$ cat src/rtl/act_pkg.sv
// Shared constants and types for the polynomial activation pipeline.
package act_pkg;

    localparam int          FRAC_I   = 16;
    localparam logic [17:0] ONE_Q16  = 18'h10000;
    localparam logic [17:0] HALF_Q16 = 18'h08000;

    typedef enum logic {
        ACT_SIGMOID = 1'b0,
        ACT_TANH    = 1'b1
    } act_mode_e;

endpackage

$ cat src/rtl/act_cube_mult.sv
// Two registered stages: |x| in Q2.16 -> a^2 -> a^3 -> cubic polynomial p (Q1.16).
// A side-band tag (valid/sign/mode/sat) travels alongside the data and is held with it.
module act_cube_mult
    import act_pkg::*;
#(
    parameter int IN_W    = 8,
    parameter int IN_FRAC = 5,
    parameter int C3      = 1365,
    parameter int TAG_W   = 4
) (
    input  logic             clk,
    input  logic             reset,
    input  logic             en,
    input  logic [IN_W+1:0]  a_in,
    input  logic [TAG_W-1:0] tag_in,
    output logic [17:0]      p_out,
    output logic [TAG_W-1:0] tag_out
);

    localparam logic [15:0] C3_Q = 16'(C3);

    // a is clamped to <= 2.0, so Q2.16 fits in 18 bits; a^2 <= 4.0 in 19, a^3 <= 8.0 in 20.
    logic [35:0]      a_shift;
    logic [17:0]      aq;
    logic [35:0]      sq_full;
    logic [17:0]      aq_reg;
    logic [18:0]      a2_reg;
    logic [TAG_W-1:0] tag2_reg;
    logic [36:0]      cube_full;
    logic [19:0]      a3;
    logic [35:0]      cterm_full;
    logic [20:0]      p_full;
    logic [17:0]      p_reg;
    logic [TAG_W-1:0] tag3_reg;
    logic             unused_bits;

    assign a_shift = 36'(a_in) << (FRAC_I - IN_FRAC);
    assign aq      = a_shift[17:0];
    assign sq_full = 36'(aq) * 36'(aq);

    // Square stage: realigned operand and a^2 (truncated to 16 fraction bits).
    always_ff @(posedge clk or negedge reset) begin
        if (!reset) begin
            aq_reg   <= '0;
            a2_reg   <= '0;
            tag2_reg <= '0;
        end else if (en) begin
            aq_reg   <= aq;
            a2_reg   <= sq_full[34:16];
            tag2_reg <= tag_in;
        end
    end

    assign cube_full  = 37'(a2_reg) * 37'(aq_reg);
    assign a3         = cube_full[35:16];
    assign cterm_full = 36'(C3_Q) * 36'(a3);
    // 1/2 + a/4 - C3*a^3 never goes negative for a <= 2.0.
    assign p_full     = 21'(HALF_Q16) + 21'(aq_reg[17:2]) - 21'(cterm_full[35:16]);

    // Cube/polynomial stage.
    always_ff @(posedge clk or negedge reset) begin
        if (!reset) begin
            p_reg    <= '0;
            tag3_reg <= '0;
        end else if (en) begin
            p_reg    <= p_full[17:0];
            tag3_reg <= tag2_reg;
        end
    end

    assign p_out   = p_reg;
    assign tag_out = tag3_reg;

    assign unused_bits = ^{a_shift[35:18], sq_full[35], sq_full[15:0], cube_full[36],
                           cube_full[15:0], cterm_full[15:0], p_full[20:18]};

endmodule

$ cat src/rtl/act_poly_pipe.sv
// Streaming sigmoid/tanh unit: y = 1/2 + x/4 - C3*x^3 evaluated on |x| with odd symmetry.
// Four stages (clamp, square, cube/poly, round/saturate) under one global stall.
module act_poly_pipe
    import act_pkg::*;
#(
    parameter int IN_W    = 8,
    parameter int IN_FRAC = 5,
    parameter int OUT_W   = 8,
    parameter int C3      = 1365,
    parameter int XMAX    = 64
) (
    input  logic             clk,
    input  logic             reset,
    input  logic             in_valid,
    output logic             in_ready,
    input  logic [IN_W-1:0]  x_in,
    input  logic             mode_in,
    output logic             out_valid,
    input  logic             out_ready,
    output logic [OUT_W-1:0] y_out,
    output logic             mode_out,
    output logic             sat_out
);

    localparam logic [IN_W+1:0] XMAX_A  = (IN_W+2)'(XMAX);
    localparam int              SIG_SH  = FRAC_I - OUT_W;
    localparam int              SIG_RND = 1 << (SIG_SH - 1);
    localparam int              TNH_SH  = FRAC_I + 1 - OUT_W;
    localparam int              TNH_RND = 1 << (TNH_SH - 1);
    localparam logic [19:0]     SIG_MAX = 20'((1 << OUT_W) - 1);
    localparam logic [19:0]     TNH_MAX = 20'((1 << (OUT_W - 1)) - 1);

    logic             adv;
    logic [IN_W:0]    x_ext;
    logic [IN_W:0]    ax;
    act_mode_e        mode_s;
    logic [IN_W+1:0]  a_pre;
    logic             sat_pre;
    logic [IN_W+1:0]  a1_reg;
    logic             v1_reg;
    logic             sign1_reg;
    act_mode_e        mode1_reg;
    logic             sat1_reg;
    logic [3:0]       tag1;
    logic [3:0]       tag3;
    logic [17:0]      p3;
    logic             v3;
    logic             sign3;
    act_mode_e        mode3;
    logic             sat3;
    logic [17:0]      s_val;
    logic [19:0]      s_rnd;
    logic signed [19:0] t_s;
    logic [19:0]      t_pos;
    logic [19:0]      m_val;
    logic [OUT_W-1:0] m_out;
    logic [OUT_W-1:0] y_next;
    logic             out_valid_reg;
    logic [OUT_W-1:0] y_reg;
    act_mode_e        mode_reg;
    logic             sat_reg;

    // Whole pipe moves only when the output slot is free or being drained.
    assign adv      = !(out_valid_reg && !out_ready);
    assign in_ready = adv;

    // Magnitude in IN_W+1 bits so the most negative input is representable.
    assign x_ext   = {x_in[IN_W-1], x_in};
    assign ax      = x_in[IN_W-1] ? (~x_ext + (IN_W+1)'(1)) : x_ext;
    assign mode_s  = act_mode_e'(mode_in);
    assign a_pre   = (mode_s == ACT_TANH) ? {ax, 1'b0} : {1'b0, ax};
    assign sat_pre = a_pre > XMAX_A;

    // Stage 1: clamp |x| (doubled for tanh) and capture sign/mode.
    always_ff @(posedge clk or negedge reset) begin
        if (!reset) begin
            v1_reg    <= 1'b0;
            a1_reg    <= '0;
            sign1_reg <= 1'b0;
            mode1_reg <= ACT_SIGMOID;
            sat1_reg  <= 1'b0;
        end else if (adv) begin
            v1_reg    <= in_valid;
            a1_reg    <= sat_pre ? XMAX_A : a_pre;
            sign1_reg <= x_in[IN_W-1];
            mode1_reg <= mode_s;
            sat1_reg  <= sat_pre;
        end
    end

    assign tag1 = {v1_reg, sign1_reg, mode1_reg, sat1_reg};

    act_cube_mult #(
        .IN_W    (IN_W),
        .IN_FRAC (IN_FRAC),
        .C3      (C3),
        .TAG_W   (4)
    ) u_cube (
        .clk     (clk),
        .reset   (reset),
        .en      (adv),
        .a_in    (a1_reg),
        .tag_in  (tag1),
        .p_out   (p3),
        .tag_out (tag3)
    );

    assign v3    = tag3[3];
    assign sign3 = tag3[2];
    assign mode3 = act_mode_e'(tag3[1]);
    assign sat3  = tag3[0];

    // Stage 4 logic: mirror for negative inputs, round half up, saturate.
    always_comb begin
        s_val  = sign3 ? (ONE_Q16 - p3) : p3;
        s_rnd  = (20'(s_val) + 20'(SIG_RND)) >> SIG_SH;
        t_s    = signed'(20'({p3, 1'b0})) - 20'sh10000;
        t_pos  = t_s[19] ? 20'd0 : t_s;
        m_val  = (t_pos + 20'(TNH_RND)) >> TNH_SH;
        if (m_val > TNH_MAX) begin
            m_val = TNH_MAX;
        end
        m_out  = m_val[OUT_W-1:0];
        y_next = '0;
        if (mode3 == ACT_TANH) begin
            y_next = sign3 ? (~m_out + OUT_W'(1)) : m_out;
        end else begin
            y_next = (s_rnd > SIG_MAX) ? SIG_MAX[OUT_W-1:0] : s_rnd[OUT_W-1:0];
        end
    end

    // Output register: held while downstream stalls.
    always_ff @(posedge clk or negedge reset) begin
        if (!reset) begin
            out_valid_reg <= 1'b0;
            y_reg         <= '0;
            mode_reg      <= ACT_SIGMOID;
            sat_reg       <= 1'b0;
        end else if (adv) begin
            out_valid_reg <= v3;
            if (v3) begin
                y_reg    <= y_next;
                mode_reg <= mode3;
                sat_reg  <= sat3;
            end
        end
    end

    assign out_valid = out_valid_reg;
    assign y_out     = y_reg;
    assign mode_out  = mode_reg;
    assign sat_out   = sat_reg;

endmodule

$ cat config.mk
export PLATFORM = sky130hd
export DESIGN_NAME = act_poly_pipe
export DESIGN_NICKNAME = d
export VERILOG_FILES = /design/src/rtl/act_pkg.sv /design/src/rtl/act_cube_mult.sv /design/src/rtl/act_poly_pipe.sv
export SDC_FILE = /design/constraint.sdc
export NUM_CORES = 1
export LEC_CHECK = 0
export BUFFER_PORTS_ARGS = -buffer_cell sky130_fd_sc_hd__buf_4
export CORE_MARGIN = 4
export CORE_UTILIZATION = 66
export DETAILED_ROUTE_END_ITERATION = 6
export HOLD_SLACK_MARGIN = 0.06
export PLACE_DENSITY = 0.79
export SLEW_MARGIN = 10
export SYNTH_ARGS = -nofsm -noshare
export SYNTH_HDL_FRONTEND = slang
export SYNTH_HIERARCHICAL = 1
export SYNTH_SLANG_ARGS = --single-unit
$ cat constraint.sdc
create_clock -name clk -period 12.05 [get_ports clk]
set_input_delay 1.8075 -clock clk [delete_from_list [all_inputs] [get_ports clk]]
set_output_delay 1.8075 -clock clk [all_outputs]
set_load 0.03 [all_outputs]
### Yosys cells after proc, flatten, opt, wreduce, memory -nomap -nowiden

Index checks and enable logic that the tools add are counted.

| storage, ports and cells | value |
|---|---|
| bits in registers | 68 |
| output and inout bits | 12 |
| word-level logic and storage cells | 44 |

| operators by class | value |
|---|---|
| add/subtract/negate cells | 8 |
| $mul | 3 |
| order comparisons | 3 |
| multiplexer cells | 9 |
| bitwise operators | 3 |
| reductions and logical operators | 4 |

Operator list:

| cell | number |
|---|---|
| 8-bit two-way mux | 4 |
| 11-bit by 19-bit multiplier with 30-bit output (first input constant) | 1 |
| 19-bit by 9-bit adder with 20-bit output (second input constant) | 1 |
| 19-bit by 17-bit subtractor with 20-bit output (second input constant) | 1 |
| 18-bit by 8-bit adder with 19-bit output (second input constant) | 1 |
| 13-bit by 7-bit multiplier with 19-bit output | 1 |
| 19-bit two-way mux | 1 |
| 18-bit two-way mux | 1 |
| 17-bit by 18-bit subtractor with 18-bit output (first input constant) | 1 |
| 18-bit by 15-bit subtractor with 18-bit output | 1 |
| 16-bit by 16-bit adder with 17-bit output (first input constant) | 1 |
| 7-bit by 7-bit multiplier with 13-bit output | 1 |
| 11-bit by 7-bit > comparator with 1-bit output (second input constant) | 1 |
| 11-bit by 8-bit > comparator with 1-bit output (second input constant) | 1 |
| 10-bit by 7-bit > comparator with 1-bit output (second input constant) | 1 |
| 10-bit two-way mux | 1 |
| 9-bit by 1-bit adder with 9-bit output (second input constant) | 1 |
| 9-bit two-way mux | 1 |
| 9-bit inverter | 1 |
| 8-bit by 1-bit adder with 8-bit output (second input constant) | 1 |
| 8-bit inverter | 1 |
| 7-bit two-way mux | 1 |
| 1-bit zero test | 2 |
| 2-bit AND reduction | 1 |
| other kinds (2) | 2 |

### Logic depth before layout (Yosys ltp)

Gate-level depths: netlist of run 1.

| depth | value |
|---|---|
| depth after elaboration | 9 |
| depth in mapped cells | 47 |
| depth with buffers taken out | 46 |

### By module

The synthesis of run 1 kept the hierarchy.

By module, submodules not included:

| module | instances | cells an instance | area each (um^2) | seq. area each (um^2) |
|---|---|---|---|---|
| act_cube_mult | 1 | 952 | 9242.6 | 1076.0 |
| act_poly_pipe | 1 | 317 | 2434.8 | 625.6 |

### Worst setup path before layout of run 1

OpenSTA, ideal clock, no wires.

| path | value |
|---|---|
| path type | reg2reg |
| from | reg u_cube.aq_reg[14] |
| to | reg u_cube.p_reg[14] (netlist: u_cube/p_out[14]) |
| library setup time | 0.125 ns |
| arrival | 10.024 ns |
| required time | 11.925 ns |
| setup slack | 1.901 ns |
| stages on the path, launching flop included | 46 |
| buffers on the path | 1 |
| period minus slack after synthesis | 10.149 ns |
| cells stage by stage | dfrtp_1 clkbuf_1 and2_1 fa_1 inv_1 fa_1 inv_1 fa_1 inv_1 fa_1 inv_1 ha_1 a21boi_0 o21ai_0 a211o_1 a31oi_1 xor2_1 ha_1 [10 not listed] a221o_1 nand3_1 a41oi_4 a31o_1 nor2_1 nor2b_1 nor2_1 xor2_1 ha_1 ha_1 a21oi_1 nor2b_1 nor2_1 nor2b_1 nor2_1 o31ai_1 xor2_1 mux2_2 |

| between the ends | value |
|---|---|
| longest elaborated chain between the ends | 3 |
| elaborated cells on any way between the ends | 4 |
| classes of those cells | 2 x add/sub; 2 x mul |

Ends and longest elaborated chain:

| element | line | source |
|---|---|---|
| from (decl) | act_cube_mult.sv:26 | `logic [17:0] aq_reg;` |
| from (signal assigned) | act_cube_mult.sv:48 | `aq_reg <= aq;` |
| 13-bit by 7-bit multiplier with 19-bit output | act_cube_mult.sv:54 | `assign cube_full = 37'(a2_reg) * 37'(aq_reg);` |
| 11-bit by 19-bit multiplier with 30-bit output | act_cube_mult.sv:56 | `assign cterm_full = 36'(C3_Q) * 36'(a3);` |
| 18-bit by 15-bit subtractor with 18-bit output * | act_cube_mult.sv:58 | `assign p_full = 21'(HALF_Q16) + 21'(aq_reg[17:2]) - 21'(cterm_full[35:16]);` |
| to (signal assigned) | act_cube_mult.sv:66 | `p_reg <= p_full[17:0];` |
| to (decl) | act_cube_mult.sv:33 | `logic [17:0] p_reg;` |

Mark *: on every way between the ends. The rest lies on a longest branch, timed or not.
A chain may end at the register's enable or synchronous reset.

### Worst setup path after layout of run 1

| path | value |
|---|---|
| from | reg u_cube.aq_reg[14] |
| to | reg u_cube.p_reg[15] (netlist: u_cube/p_out[15]) |

Same word-level chain as after synthesis.

==> reports/results.ini, run 1 <==
[run_status]
status=completed

[route]
vias=8855
antenna_left=0
routed_via_density=5.94
wl_per_cell_um=16.5
drc=0
dr.pass1.iters=6
drt_iter0_drc=690
totalWireLength_mm=24.6

[layout]
largest_register_ffs=17
nNetsFinal=1572
drive_gt1_share_pct=8.85
stdcell_count=1491
area_delta_synth_final_pct=5.70
layout_commonest_cell=inv_1
diodes=0
layout_common_cells=inv_1 (200), ha_1 (178), fa_1 (119)

[grt]
grt_max_degree=66
grt_pass1_vias=8978
overflow=0
antenna_found_initial=0
grt_first_pass_wirelength_mm=42.8
grt.total_usage_pct=26.0

[clock_tree]
clk_latency_ns=0.34
clkTransAtPathRegs_ns=0.06
hold_buffers=0
ctsResizeCount=0
post-cts-setup-buffer-count=0
tritoncts=done
h-tree-depth=3
cts_root_buffer=clkbuf_16
cts_sinks=65
cts_buffers=9
cts_buffer_depth=2

[job]
drv_cap=0

[floorplan]
coreArea_sq_mm=0.0172
dieHeight_um=140
start_util_pct=67.2
dieArea_sq_mm=0.0197
rows=48
io_pins=25
die_w_um=140

[synth]
avgSynthCellArea_sq_um=9.17
netlist_area_sq_mm=0.0116
synth_cells=1263
syn_nets=1573
yosys_warnings=6

[timing]
slew_headroom_pct=43.0
fin_crit_sh_pct=93.7
timing.hold.ws_ns=0.470
min_period_ns=11.29
tns_ns=0
rsz0062_at_grt=false
setup_viol=0
clock_skew_ns=0.00689
slew_viol_final=0
fmax_mhz=88.6
worst_pin_slew_ns=0.855
final-hold-violation-count=0

[critical_path]
worstSetupPathType=flip-flop to flip-flop
required_ns=12.27
startpoint_type=flip-flop
cp.arrival_ns=11.50
cp_max_fo=14
worst_r2r_startpoint=u_cube/aq_reg[14]$_DFFE_PN0P_
r2r_slack_ns=0.76
rr_endpoint=u_cube/p_out[15]$_DFFE_PN0P_
path_common_cell=inv_1
crit_slowest_cell=dfrtp_1
endpoint_kind=flip-flop
r2r_cells=41
critPathMaxStageDelay_ns=0.54

[hold_path]
hold_path_class=flip-flop to flip-flop
hp-start=mode1_reg$_DFFE_PN0N_
hold-path-endpoint=mode1_reg$_DFFE_PN0N_
holdPathStages=2

[place]
place_inst=1476
io_buffers=24
gp_congestion=0.930
dp_hpwl_mm=20.0

[layout make-up]
cell class	count	area, sq um
multi-input combinational	958	9040
fill	1294	4990
sequential	65	1630
inverter	201	754
tap	225	282
clock buffer	9	225
timing repair buffer	27	203
clock inverter	6	116
[routing by layer]
metal / GRT usage (%) / vias up / wire (um)
met5: 0 / - / 0
met4: 5.10 / 0 / 301
met3: 4.98 / 29 / 1250
met2: 43.0 / 212 / 12100
met1: 36.2 / 4372 / 11000
li1: - / 4242 / -
[worst max-delay path, delay by kind of cell, from the launching register on]
| kind | cells | cell delay, ns |
|---|---|---|
| buffers and inverters | 8 | 0.41 |
| and+or+nand+nor | 9 | 1.38 |
| AOI/OAI and AO/OA | 9 | 2.54 |
| xor gates and xnor gates | 2 | 0.66 |
| DFF | 1 | 0.54 |
| adders and majority gates | 13 | 5.62 |
[worst max-delay path by stage]
stage,depth (start not counted),startpoint,to,slack (ns)
after floorplan,45,u_cube/aq_reg[14]$_DFFE_PN0P_,u_cube/p_out[14]$_DFFE_PN0P_,1.90
after global placement,41,u_cube/aq_reg[14]$_DFFE_PN0P_,u_cube/p_out[15]$_DFFE_PN0P_,1.19
after detailed placement,41,u_cube/aq_reg[14]$_DFFE_PN0P_,u_cube/p_out[15]$_DFFE_PN0P_,0.92
after CTS,41,u_cube/aq_reg[14]$_DFFE_PN0P_,u_cube/p_out[15]$_DFFE_PN0P_,0.86
after global routing,44,u_cube/aq_reg[14]$_DFFE_PN0P_,u_cube/p_out[14]$_DFFE_PN0P_,0.07
final,41,u_cube/aq_reg[14]$_DFFE_PN0P_,u_cube/p_out[15]$_DFFE_PN0P_,0.76
[metrics by stage]
stage / utilization [%] / setup WS (ns) / cell area, sq um
after floorplan: - / 1.90 / 11600
after global placement: 69.1 / 1.19 / 11900
after detailed placement: 69.1 / 0.924 / 11900
after CTS: 71.0 / 0.858 / 12200
after global routing: 71.0 / 0.0703 / 12200
final: 71.0 / 0.764 / 12200
Power of run 1 is not shown: default switching activity piles up to over one toggle a cycle in this logic, so the estimate is an artifact.
==> run 2, diff against run 1 <==
- CELL_PAD_IN_SITES_DETAIL_PLACEMENT: unset -> 1
- CELL_PAD_IN_SITES_GLOBAL_PLACEMENT: unset -> 1
- CORE_MARGIN: 4 -> 10
- CORE_UTILIZATION: 66 -> 52
- PLACE_DENSITY: 0.79 -> 0.8
==> run 2 against run 1 <==
Hold slack got worse by 0.0093 ns. Die area increased by 45%. Register-to-register slack improved by 0.03 ns. Sequential share of layout area about the same.
==> reports/results.ini, run 2 (same netlist as run 1, synthesis figures left out) <==
[clock_tree]
cts_buffers=9  ; unchanged
post-cts-setup-buffer-count=0  ; unchanged
tritoncts=done
cts_sinks=65  ; unchanged
ctsResizeCount=0  ; unchanged
cts_root_buffer=clkbuf_16
clkTransAtPathRegs_ns=0.06  ; about the same
hold_buffers=0  ; unchanged
cts_buffer_depth=2  ; unchanged
h-tree-depth=3  ; unchanged
clk_latency_ns=0.34  ; about the same

[layout]
layout_commonest_cell=inv_1
nNetsFinal=1574  ; +0.13%
diodes=0  ; unchanged
area_delta_synth_final_pct=5.80  ; about the same
largest_register_ffs=17  ; unchanged
layout_common_cells=inv_1 (200), ha_1 (178), fa_1 (119)
drive_gt1_share_pct=8.99  ; +0.14 points
fillers=2577  ; +99%

[place]
gp_congestion=0.851  ; -8.5%
dp_hpwl_mm=23.0  ; +15%
io_buffers=24  ; unchanged

[floorplan]
dieHeight_um=169  ; +20%
die_w_um=169  ; +20%
coreArea_sq_mm=0.0219  ; +27%
rows=54  ; +13%
io_pins=25  ; unchanged
dieArea_sq_mm=0.0286  ; +45%
start_util_pct=52.9  ; -14 points

[route]
dr.pass1.iters=4  ; -2
routed_via_density=5.76  ; -3.0%
vias=8919  ; +0.72%
totalWireLength_mm=28.5  ; +16%
drc=0  ; unchanged
drt_iter0_drc=370  ; -46%
antenna_left=0  ; unchanged
wl_per_cell_um=18.4  ; +11%

[timing]
final-hold-violation-count=0  ; unchanged
rsz0062_at_grt=false
min_period_ns=11.25  ; -0.0319 ns
slew_headroom_pct=41.8  ; -1.2 points
worst_pin_slew_ns=0.872  ; +0.0179 ns
fin_crit_sh_pct=93.4  ; -0.26 points
clock_skew_ns=0.00763  ; +0.000745 ns
setup_viol=0  ; unchanged
slew_viol_final=0  ; unchanged
tns_ns=0  ; unchanged
fmax_mhz=88.9  ; +0.28%

[grt]
antenna_found_initial=0  ; unchanged
grt_max_degree=66  ; unchanged
overflow=0  ; unchanged
grt.total_usage_pct=20.6  ; -5.4 points
grt_first_pass_wirelength_mm=49.5  ; +16%
grt_pass1_vias=9884  ; +10%

[critical_path]
path_common_cell=inv_1
rr_endpoint=u_cube/p_out[15]$_DFFE_PN0P_
crit_slowest_cell=dfrtp_1
r2r_slack_ns=0.80  ; +0.03 ns
endpoint_kind=flip-flop
worstSetupPathType=flip-flop to flip-flop
startpoint_type=flip-flop
critPathMaxStageDelay_ns=0.55  ; about the same
required_ns=12.27  ; about the same
r2r_cells=39  ; -4.9%
cp_max_fo=14  ; unchanged
cp.arrival_ns=11.47  ; -0.03 ns
worst_r2r_startpoint=u_cube/aq_reg[13]$_DFFE_PN0P_

[hold_path]
hold_path_class=flip-flop to flip-flop
hold-path-endpoint=sat_out$_DFFE_PN0P_
hp-start=u_cube/tag_out[0]$_DFFE_PN0P_
holdPathStages=2  ; unchanged

[run_status]
status=completed

[job]
drv_cap=0  ; unchanged

-- run 2: worst max path at each step --
stage                                  startpoint                      endpoint  slack (ns)
floorplan           u_cube/aq_reg[14]$_DFFE_PN0P_  u_cube/p_out[14]$_DFFE_PN0P_        1.90
global placement    u_cube/aq_reg[13]$_DFFE_PN0P_  u_cube/p_out[15]$_DFFE_PN0P_        1.19
detailed placement  u_cube/aq_reg[12]$_DFFE_PN0P_  u_cube/p_out[15]$_DFFE_PN0P_        0.87
CTS                 u_cube/aq_reg[12]$_DFFE_PN0P_  u_cube/p_out[15]$_DFFE_PN0P_        0.84
global route        u_cube/aq_reg[13]$_DFFE_PN0P_  u_cube/p_out[15]$_DFFE_PN0P_        0.12
finish              u_cube/aq_reg[13]$_DFFE_PN0P_  u_cube/p_out[15]$_DFFE_PN0P_        0.80
-- run 2: per-stage QoR --
step | area, sq um | hold WS, ns | setup WS [ns] | util (%) | cells
floorplan | 11600 | 0.433 | 1.90 | - | 1263
global placement | 12000 | 0.449 | 1.19 | 54.8 | 1533
detailed placement | 12000 | 0.454 | 0.874 | 54.8 | 1533
CTS | 12300 | 0.467 | 0.843 | 56.0 | 1548
global route | 12300 | 0.497 | 0.118 | 56.0 | 1548
finish | 12300 | 0.461 | 0.796 | 56.0 | 1548
-- run 2: per-layer routing --
layer	global-route usage [%]	up-vias	wire length [um]
met5	0	-	0
met4	3.15	0	328
met3	2.83	31	741
met2	35.6	90	14200
met1	27.4	4561	13100
li1	-	4237	-
-- run 2: final cells by class --
cell class	instances	area, sq um	share of cell area (%)
clock inverters	6	43.8	0.357
multi-input cells	958	9040	73.7
flip-flops and latches	65	1630	13.3
repair buffers	29	218	1.78
inverters	201	754	6.16
clock buffers	9	225	1.84
well taps	280	350	2.86
-- run 2: worst max-delay path, delay by kind of cell (launching register included) --
kind,cells,cell delay (ns)
AND/OR/NAND/NOR,5,0.86
buffers and inverters,8,0.42
adder cells (fa/ha/maj),13,5.59
AO/OA/AOI/OAI,11,2.98
flip-flops,1,0.55
XOR/XNOR,2,0.71
Power of run 2 is left out for the same reason.
==> run 3, diff against run 2 <==
- CORE_UTILIZATION: 52 -> 51
- PLACE_DENSITY: 0.8 -> 0.79
- SYNTH_HIERARCHICAL: 1 -> unset
==> run 3 against run 2 <==
Clock-buffer cell count grew 2. Sequential cell count is the same. Largest cell class unchanged. Clock skew down 0.00071 ns. Non-clock buffer count is 1 lower. Hold slack improved by 0.0039 ns. Utilization is 0.66 points lower.
==> reports/results.ini, run 3 <==
[timing]
worst_pin_slew_ns=0.951  ; +0.0788 ns
fin_crit_sh_pct=93.6  ; +0.25 points
fmax_mhz=88.6  ; -0.27%
min_period_ns=11.28  ; +0.0300 ns
clock_skew_ns=0.00693  ; -0.000706 ns
final-hold-violation-count=0  ; unchanged
slew_viol_final=0  ; unchanged
timing.hold.ws_ns=0.465  ; +0.00395 ns
rsz0062_at_grt=false
slew_headroom_pct=36.6  ; -5.3 points
setup_viol=0  ; unchanged
tns_ns=0  ; unchanged
fin_ws_ns=0.766  ; -0.0300 ns

[critical_path]
required_ns=12.31  ; +0.04 ns
worstSetupPathType=flip-flop to flip-flop
cp_max_fo=18  ; +4
startpoint_type=flip-flop
critPathTopFamily=adder cells
r2r_slack_ns=0.77  ; -0.03 ns
rr_endpoint=u_cube.p_out[15]$_DFFE_PN0N_
crit_slowest_cell=dfrtp_1
endpoint=u_cube.p_out[15]$_DFFE_PN0N_
startpoint=u_cube.aq_reg[17]$_DFFE_PN0N_
critPathMaxStageDelay_ns=0.74  ; +0.19 ns
cp.arrival_ns=11.54  ; +0.07 ns
endpoint_kind=flip-flop
r2r_cells=38  ; -2.6%
path_buf_inv=3  ; -5
worst_r2r_startpoint=u_cube.aq_reg[17]$_DFFE_PN0N_
path_common_cell=fa_1
cp.depth=38  ; -2.6%

[layout]
final_util_pct=55.3  ; -0.66 points
largest_register_ffs=17  ; unchanged
nNetsFinal=1616  ; +2.7%
diodes=0  ; unchanged
area_delta_synth_final_pct=6.55
layout_common_cells=inv_1 (196), nand2_1 (164), ha_1 (164)
drive_gt1_share_pct=6.13  ; -2.9 points
layout_commonest_cell=inv_1

[place]
io_buffers=24  ; unchanged
place_worst_setup_slack_ns=0.835  ; -0.0383 ns
gp_congestion=0.878  ; +3.2%
dp_hpwl_mm=23.7  ; +2.8%

[floorplan]
dieHeight_um=169  ; about the same
coreArea_sq_mm=0.0219  ; unchanged
start_util_pct=51.9  ; -0.99 points
dieArea_sq_mm=0.0287  ; about the same
die_w_um=169  ; about the same
rows=54  ; unchanged
io_pins=25  ; unchanged

[synth]
yosysTopAreaCellShare_pct=21.1
ys_types=83
ys_seq_elements=65
synth_cells=1322  ; +4.7%
synthArstFlopShare_pct=100
synth.most_common_cell=inv_1
ys_seq_area_share_pct=14.3
yosys_warnings=0  ; -6
synth_edf_count=0
synthTopCellsByArea=fa_1 (21%), ha_1 (18%), dfrtp_1 (14%)
avgSynthCellArea_sq_um=8.60  ; -6.2%
synthFlopType=dfrtp_1
ys_top_cells_by_count=inv_1 (196), ha_1 (164), nand2_1 (164), fa_1 (120), and2_1 (73)
yosysTopAreaCell=fa_1
netlist_area_sq_mm=0.0114  ; -1.9%

[route]
totalWireLength_mm=29.0  ; +1.7%
antenna_left=0  ; unchanged
wl_per_cell_um=18.1  ; -1.7%
drc=0  ; unchanged
drt_iter0_drc=429  ; +16%
routed_via_density=5.66  ; -1.7%
vias=9072  ; +1.7%
dr.pass1.iters=5  ; +1

[run_status]
status=completed

[clock_tree]
tritoncts=done
cts_root_buffer=clkbuf_16
ctsResizeCount=0  ; unchanged
hold_buffers=0  ; unchanged
clkTransAtPathRegs_ns=0.06  ; about the same
cts_buffer_depth=2  ; unchanged
cts_sinks=65  ; unchanged
h-tree-depth=3  ; unchanged
clk_latency_ns=0.34  ; about the same
post-cts-setup-buffer-count=0  ; unchanged
cts_buffers=9  ; unchanged

[grt]
grt.total_usage_pct=20.8  ; +0.20 points
grt_pass1_vias=10000  ; +1.5%
grt_max_degree=66  ; unchanged
overflow=0  ; unchanged
grt_first_pass_wirelength_mm=49.7  ; +0.54%
antenna_found_initial=0  ; unchanged

[job]
drv_cap=0  ; unchanged

[hold_path]
holdPathStages=2  ; unchanged
hold_path_class=flip-flop to flip-flop

-- run 3: changes by cell type in the layout (fill, tap and decap cells not counted), moves of 11 or more --
cell,before,now
nor2_1,53,72
o21ai_0,31,51
xnor2_1,54,67
ha_1,178,164
mux2_2,36,6
a21oi_1,47,60
nor3_1,15,26
nand2_1,87,164
-- run 3: final cells by class --
class / count / area (sq um)
Inverter: 196 / 736
Timing Repair Buffer: 28 / 210
Multi-Input combinational cell: 1019 / 8860
Clock inverter: 3 / 90.1
Tap cell: 280 / 350
Clock buffer: 11 / 243
Sequential cell: 65 / 1630
Fill cell: 2616 / 9780
-- run 3: how the worst min path moves through the flow --
| stage | from | endpoint | slack, ns |
|---|---|---|---|
| 6_report | v1_reg$_DFFE_PN0N_ | v1_reg$_DFFE_PN0N_ | 0.46 |
| 5_1_grt | y_out[4]$_DFFE_PN0P_ | y_out[4]$_DFFE_PN0P_ | 0.49 |
| 4_1_cts | v1_reg$_DFFE_PN0N_ | v1_reg$_DFFE_PN0N_ | 0.47 |
| 3_5_place_dp | v1_reg$_DFFE_PN0N_ | v1_reg$_DFFE_PN0N_ | 0.46 |
| 3_3_place_gp | u_cube.tag2_reg[3]$_DFFE_PN0N_ | u_cube.tag2_reg[3]$_DFFE_PN0N_ | 0.45 |
| 2_1_floorplan | u_cube.tag_out[0]$_DFFE_PN0N_ | u_cube.tag_out[0]$_DFFE_PN0N_ | 0.43 |
-- run 3: cell families (layout without fill, tap and decap cells) --
| kind of cell | after synthesis | in the layout | share of synthesized area [%] |
|---|---|---|---|
| other | 2 | 4 | 0.0661 |
| flip-flops | 65 | 65 | 14.3 |
| multiplexers | 9 | 9 | 0.859 |
| AO/OA/AOI/OAI | 220 | 220 | 13.2 |
| buffers and inverters | 240 | 238 | 7.96 |
| adder cells (fa/ha/maj) | 285 | 285 | 39.3 |
| XOR/XNOR | 88 | 88 | 6.78 |
| AND/OR/NAND/NOR | 413 | 413 | 17.5 |
-- run 3: tightest hold or removal path: stages (launching register included) --
cell	delay, ns
dfrtp_1	0.34
nand2_1	0.05
nand2_1	0.05
-- run 3: per-layer routing --
layer | global-route usage (%) | part of all wire, % | vias to the layer above
li1 | - | - | 4314
met4 | 5.22 | 2.0 | 0
met2 | 37.5 | 52 | 142
met3 | 1.97 | 2.5 | 43
met1 | 26.1 | 43 | 4573
met5 | 0 | 0 | -
-- run 3: per-stage QoR --
stage / cells / instance area, sq um
after floorplan: 1324 / 11400
after global placement: 1588 / 11800
after detailed placement: 1588 / 11800
after CTS: 1602 / 12100
after global routing: 1602 / 12100
final: 1602 / 12100
Power of run 3 is left out for the same reason.
